### config.mk
export PLATFORM = sky130hd
export DESIGN_NAME = fetch_unit
export DESIGN_NICKNAME = d
export VERILOG_FILES = /design/src/rtl/fetch_unit.sv
export SDC_FILE = /design/constraint.sdc
export NUM_CORES = 1
export LEC_CHECK = 0
export CORE_ASPECT_RATIO = 0.5
export CORE_MARGIN = 1.5
export CORE_UTILIZATION = 25
export DETAILED_ROUTE_END_ITERATION = 6
export PLACE_DENSITY = 0.47
export SYNTH_ARGS = -nofsm -noshare
export SYNTH_HDL_FRONTEND = slang
export SYNTH_SLANG_ARGS = --single-unit
### constraint.sdc
create_clock -name clk -period 2.73 [get_ports clk]
set_input_delay 0.4095 -clock clk [delete_from_list [all_inputs] [get_ports clk]]
set_output_delay 0.4095 -clock clk [all_outputs]
set_load 0.03 [all_outputs]
### src/rtl/fetch_unit.sv
// Instruction fetch stage: owns the PC, issues reads to a synchronous
// instruction memory and buffers returned words in a small prefetch queue
// presented to decode over a valid/ready handshake.
module fetch_unit #(
   parameter int                ADDR_W   = 16,
   parameter logic [ADDR_W-1:0] RESET_PC = '0,
   parameter int                DEPTH    = 2
) (
   input  logic              clk,
   input  logic              rst_n,
   output logic [ADDR_W-1:0] im_addr,
   output logic              im_rd_en,
   input  logic [15:0]       im_instr,
   output logic [15:0]       instr,
   output logic [ADDR_W-1:0] instr_pc,
   output logic              instr_vld,
   input  logic              instr_rdy,
   input  logic              redirect,
   input  logic [ADDR_W-1:0] redirect_pc,
   input  logic              hlt
);

   localparam int CW = $clog2(DEPTH + 1);

   logic [ADDR_W-1:0] pc;
   logic              inflight;
   logic [ADDR_W-1:0] inflight_pc;
   logic [CW-1:0]     count;
   logic [15:0]       q_instr [DEPTH];
   logic [ADDR_W-1:0] q_pc    [DEPTH];

   logic              redir;
   logic              pop;
   logic              push;
   logic              issue;
   logic [CW:0]       used;
   logic [CW-1:0]     wr_idx;

   // Handshake, credit check and memory request. Slots in use count the
   // in-flight read so a returning word always finds a free entry.
   always_comb begin
      redir     = redirect & rst_n;
      instr_vld = (count != '0);
      pop       = instr_vld & instr_rdy & ~redir;
      push      = inflight & ~redir;
      used      = {1'b0, count} + {{CW{1'b0}}, inflight} - {{CW{1'b0}}, pop};
      issue     = rst_n & ~hlt & (redir | (used < (CW+1)'(DEPTH)));
      im_rd_en  = issue;
      im_addr   = (redir & ~hlt) ? redirect_pc : pc;
      wr_idx    = count - CW'(pop);
      instr     = q_instr[0];
      instr_pc  = q_pc[0];
   end

   // PC and in-flight tracking; a redirect restarts the stream at its target.
   always_ff @(posedge clk or negedge rst_n) begin
      if (!rst_n) begin
         pc          <= RESET_PC;
         inflight    <= 1'b0;
         inflight_pc <= '0;
      end else begin
         inflight <= issue;
         if (issue) inflight_pc <= im_addr;
         if (redir)
            pc <= hlt ? redirect_pc : redirect_pc + ADDR_W'(1);
         else if (issue)
            pc <= pc + ADDR_W'(1);
      end
   end

   // Prefetch queue with entry 0 as head: pops shift down, a returning word
   // lands just past the surviving entries. Head only moves on pop.
   always_ff @(posedge clk or negedge rst_n) begin
      if (!rst_n) begin
         count <= '0;
         for (int i = 0; i < DEPTH; i++) begin
            q_instr[i] <= '0;
            q_pc[i]    <= '0;
         end
      end else if (redir) begin
         count <= '0;
      end else begin
         count <= count + CW'(push) - CW'(pop);
         if (pop) begin
            for (int i = 0; i < DEPTH - 1; i++) begin
               q_instr[i] <= q_instr[i+1];
               q_pc[i]    <= q_pc[i+1];
            end
         end
         if (push) begin
            for (int i = 0; i < DEPTH; i++) begin
               if (wr_idx == CW'(i)) begin
                  q_instr[i] <= im_instr;
                  q_pc[i]    <= inflight_pc;
               end
            end
         end
      end
   end

endmodule

## After elaboration in Yosys (flattened, before gate mapping)

Cells that the tools add are included.

| operators by class | value |
|---|---|
| add/subtract/negate cells | 7 |
| magnitude comparators | 1 |
| eq/ne operators | 1 |
| multiplexer cells | 13 |
| bitwise gates (word level) | 10 |
| reduce and logical (&&, ||, !) cells | 4 |

Operators with widths:

| operator | count |
|---|---|
| $mux 16 | 10 |
| $mux 32 | 2 |
| $add 16x1->16 const B | 2 |
| $and 1x1->1 | 7 |
| $reduce_bool 2->1 | 2 |
| $sub 2x1->2 | 2 |
| $add 2x1->3 | 1 |
| $lt 3x2->1 const B | 1 |
| $reduce_and 3->1 | 1 |
| $sub 3x1->3 | 1 |
| $add 2x1->2 | 1 |
| $eq 2x1->1 const B | 1 |
| $logic_not 2->1 | 1 |
| $mux 2 | 1 |
| $not 1->1 | 2 |
| $or 1x1->1 | 1 |

| storage, ports and cells | value |
|---|---|
| bits in registers | 99 |
| input port bits | 37 |
| word-level logic and storage cells | 44 |

## Depth between registers and ports, before layout

| logic depth | value |
|---|---|
| word-level depth | 9 |
| mapped depth | 12 |
| depth with buffers taken out | 10 |

## Worst setup path after synthesis

No wires, ideal clock.

| path | value |
|---|---|
| path type | reg-to-reg |
| from | reg count[0] |
| to | reg inflight_pc[7] |
| setup time | 0.125 ns |
| arrival | 2.910 ns |
| data required time | 2.605 ns |
| setup slack | -0.306 ns |
| cell stages (with the launch flop) | 12 |
| clock period less this slack | 3.036 ns |
| cells stage by stage | dfrtp_1 -> or2_4 -> nand3_4 -> clkbuf_1 -> or2_2 -> inv_1 -> fa_1 -> xnor2_1 -> nand3_1 -> nand2_2 -> buf_6 -> mux2_2 |

| on the way | value |
|---|---|
| word-level cells in the longest chain between the ends | 7 |
| elaborated cells on any way between the ends | 8 |

RTL lines:

| element | line | RTL |
|---|---|---|
| start: declaration | 28 | `logic [CW-1:0] count;` |
| start signal: assignment | 83 | `count <= count + CW'(push) - CW'(pop);` |
| $reduce_bool 2->1 | 43 | `instr_vld = (count != '0);` |
| via instr_vld | 16 | `output logic instr_vld,` |
| $and 1x1->1 (2 in a row) | 44 | `pop = instr_vld & instr_rdy & ~redir;` |
| $sub 3x1->3 | 46 | `used = {1'b0, count} + {{CW{1'b0}}, inflight} - {{CW{1'b0}}, pop};` |
| $lt 3x2->1 | 47 | `issue = rst_n & ~hlt & (redir \| (used < (CW+1)'(DEPTH)));` |
| $or 1x1->1 | 47 |  |
| $and 1x1->1 | 47 |  |
| via im_rd_en | 12 | `output logic im_rd_en,` |
| end signal: assignment | 63 | `if (issue) inflight_pc <= im_addr;` |
| end: declaration | 27 | `logic [ADDR_W-1:0] inflight_pc;` |

The timed path passes the listed nets, and every way through them passes these cells.
A chain may end at the register's enable or synchronous reset.

## Worst setup path in the final report

| path | value |
|---|---|
| from | reg count[1] |
| to | out im_rd_en |

| on the way | value |
|---|---|
| word-level cells in the longest chain between the ends | 7 |
| elaborated cells on any way between the ends | 8 |

RTL lines:

| element | line |
|---|---|
| $reduce_bool 2->1 | 43 |
| $and 1x1->1 (2 in a row) | 44 |
| $sub 3x1->3 * | 46 |
| $lt 3x2->1 * | 47 |
| $or 1x1->1 * | 47 |
| $and 1x1->1 * | 47 |
| end: declaration | 12 |

Mark *: on every way between the ends. The rest lies on a longest branch, timed or not.

==> impl_metrics.env <==
export IMPL_status="completed"
export IMPL_r2r_cells=11
export IMPL_cts_max_level=3
export IMPL_vdd_ir_drop_max_v=0.000309
export IMPL_synth_top_family_by_area="multiplexers"
export IMPL_slew_viol_final=0
export IMPL_startpoint="count[1]"
export IMPL_io_pins=87
export IMPL_syn_nets=507
export IMPL_grtUsageTotal=0.123
export IMPL_grt_first_pass_wirelength_mm=21.0
export IMPL_placed_cells=795
export IMPL_clock_sinks=99
export IMPL_worst_setup_path_end_kind="output pin"
export IMPL_powerDensity_nw_per_um2=1080
export IMPL_worst_r2r_startpoint="count[1]"
export IMPL_cts_tree="yes"
export IMPL_gp_congestion=0.765
export IMPL_wl_mm=13.1
export IMPL_skew_ns=0.00613
export IMPL_cts_made_buffers=9
export IMPL_p_leak_uw=0.00288
export IMPL_synth_area_um2=5290
export IMPL_synthAdderAreaFrac=0.0132
export IMPL_synth_xor_area_frac=0.0544
export IMPL_wl_per_cell_um=16.1
export IMPL_clockBufferDepth=2
export IMPL_die_area_um2=22100
export IMPL_synth_edff_count=0
export IMPL_worst_pin_slew_ns=0.760
export IMPL_hold_buffers=0
export IMPL_cp_top_family="simple AND/OR/NAND/NOR gates"
export IMPL_rsz0062_at_grt="yes"
export IMPL_p_switching_uw=2680
export IMPL_period_share=0.976
export IMPL_synth_area_top_cells="dfrtp_1 47%, mux2_4 8.5%, mux2_2 7.2%, o221a_2 6.8%, buf_4 4.7%"
export IMPL_critPathKind="reg2out"
export IMPL_io_buffers=86
export IMPL_synth_most_common_cell="dfrtp_1"
export IMPL_clock_latency_ns=0.35
export IMPL_synth_simple_area_share=0.135
export IMPL_drtIter0Drc=212
export IMPL_drtAntennaViolNets=0
export IMPL_fp_dieH_um=106
export IMPL_critPathMaxStageDelay_ns=0.56
export IMPL_place_hpwl_mm=9.03
export IMPL_dpl_cell_area_um2=6410
export IMPL_cp_depth=9
export IMPL_crit_buf_inv=2
export IMPL_netlist_area_leader_share=0.468
export IMPL_hold_viol=0
export IMPL_setup_tns_ns=0
export IMPL_grt_max_degree=58
export IMPL_setup_violations_final=0
export IMPL_cts_clk_slew_worst_paths_ns=0.07
export IMPL_clock_power_share=0.169
export IMPL_drc=0
export IMPL_finalNonFillerCells=815
export IMPL_grt_overflow=0
export IMPL_seqPwrFrac=0.351
export IMPL_initial_core_util=0.256
export IMPL_synth_top_cell_by_area="dfrtp_1"
export IMPL_routed_via_count=3609
export IMPL_synthTopCellsByCount="99 x dfrtp_1, 57 x nand2_1, 43 x nor2_1"
export IMPL_synth_mux_area_frac=0.165
export IMPL_cts_root_buffer="clkbuf_16"
export IMPL_p_int_uw=4660
export IMPL_syn_to_final_growth_pct=27.8
export IMPL_path_cells="or2_4 > nand3_4 > xnor2_2 > nand2_1 > fa_2 > buf_6 > nand3_4 > nand2_4 > buf_6"
export IMPL_fill_cells=2098
export IMPL_relSlewSlack=0.494
export IMPL_first_pass_iters=4
export IMPL_crit_end="im_rd_en"
export IMPL_yosysSeqAreaShare=0.468
export IMPL_die_w_um=209
export IMPL_viasPerCell=4.43
export IMPL_ys_types=46
export IMPL_crit_slowest_cell="fa_2"
export IMPL_max_freq_mhz=375
export IMPL_cp_start_kind="flip-flop"
export IMPL_cp_required_ns=2.32
export IMPL_hp_class="in2async"
export IMPL_r2r_end="pc[14]"
export IMPL_syn_instance_count=465
export IMPL_reg2reg_setup_slack_ns=0.12
export IMPL_ys_flop_type="dfrtp_1"
export IMPL_syn_area_per_cell_um2=11.4
export IMPL_cap_violations=0
export IMPL_synth_compound_area_frac=0.0903
export IMPL_grt_pass1_vias=3643
export IMPL_nNetsFinal=579
export IMPL_crit_arrival_ns=2.26
export IMPL_ys_seq_elements=99
export IMPL_yosys_warnings=0
export IMPL_coreArea_um2=20600
export IMPL_rows=37
export IMPL_p_sw_frac=0.366
export IMPL_ys_async_sr_fraction=1.00
export IMPL_antenna_cells=0
export IMPL_crit_path_max_fanout=3
export IMPL_antenna_found_initial=0
export IMPL_final_area_um2=6770
export IMPL_post_route_min_period_ns=2.67
export IMPL_drive_above_1_share=0.332
export IMPL_power_frac_comb=0.480
==> kinds of logic after synthesis <==
kind of cell | Yosys count
flops | 99
compound gates | 52
mux | 68
buf+inv | 61
simple gates | 148
xor+xnor | 32
fa+ha+maj | 5
==> worst min path at each step <==
stage / start / end / slack, ns / depth (start not counted)
CTS: rst_n / count[0] / 0.20 / 2
global route: rst_n / count[0] / 0.24 / 2
global placement: q_instr[0] / q_instr[0] / 0.49 / 1
finish: rst_n / count[0] / 0.18 / 2
floorplan: rst_n / count[0] / 0.11 / 0
detailed placement: q_instr[12] / q_instr[12] / 0.49 / 1
==> through the flow <==
step	total power, µW	setup WS [ns]	util	hold slack (ns)
2_1_floorplan	5130	0.0599	-	0.114
4_1_cts	7420	0.00447	0.326	0.197
3_3_place_gp	6030	-0.178	0.311	0.488
6_report	7340	0.0650	0.328	0.177
5_1_grt	7790	-0.0550	0.328	0.237
3_5_place_dp	6080	-0.194	0.311	0.493
==> layer usage <==
metal / share of wire / global-route usage
met5: 0 / 0
met4: 0.0091 / 0.0300
met3: 0.033 / 0.0277
met2: 0.47 / 0.199
met1: 0.48 / 0.167
==> area by class of cell <==
type                            count  area (µm²)  area share
Multi-Input combinational cell    305        2490       0.368
Sequential cell                    99        2480       0.366
Timing Repair Buffer              117        1160       0.172
Tap cell                          273         342      0.0505
Clock buffer                        9         225      0.0333
Clock inverter                      7        53.8     0.00795
Inverter                            5        18.8     0.00277
==> state kept, by name (all words and copies together) (netlist names) <==
name	count
count	2
inflight	1
inflight_pc	16
instr	16
instr_pc	16
pc	16
q_instr	16
q_pc	16
==> power by group through the flow <==
stage	combinational (µW)	clock [µW]	sequential, µW
2_1_floorplan	2660	0	2470
3_3_place_gp	3440	0	2590
3_5_place_dp	3470	0	2610
4_1_cts	3550	1290	2590
5_1_grt	3780	1340	2670
6_report	3520	1240	2580
==> layout by cell type (no fill, tap or decap), types with 3 or more instances in the layout <==
master,netlist,routed
a21oi_1,4,3
and2_1,4,4
and3_1,5,5
buf_12,0,7
buf_4,33,34
clkbuf_16,0,9
clkdlybuf4s50_1,0,73
dfrtp_1,99,98
ha_1,4,4
inv_1,5,4
mux2_2,34,34
mux2_4,30,30
mux2i_1,4,4
nand2_1,57,56
nand2_2,4,4
nand3_1,8,6
nand4_1,5,5
nor2_1,43,41
nor3_2,1,3
o21ai_0,11,11
o221a_2,32,32
xnor2_1,16,15
xor2_1,15,15
==> timing repair <==
| action | 4_1_cts | 5_1_grt |
|---|---|---|
| buffers inserted | 3 | 1 |
| gates cloned | 0 | 0 |
| hold endpoints to repair | 0 | 0 |
| setup endpoints to repair | 1 | 8 |
| resized for setup | 3 | 10 |
| pin swaps | 4 | 6 |
No activity file was read; power rests on OpenSTA's default activity.
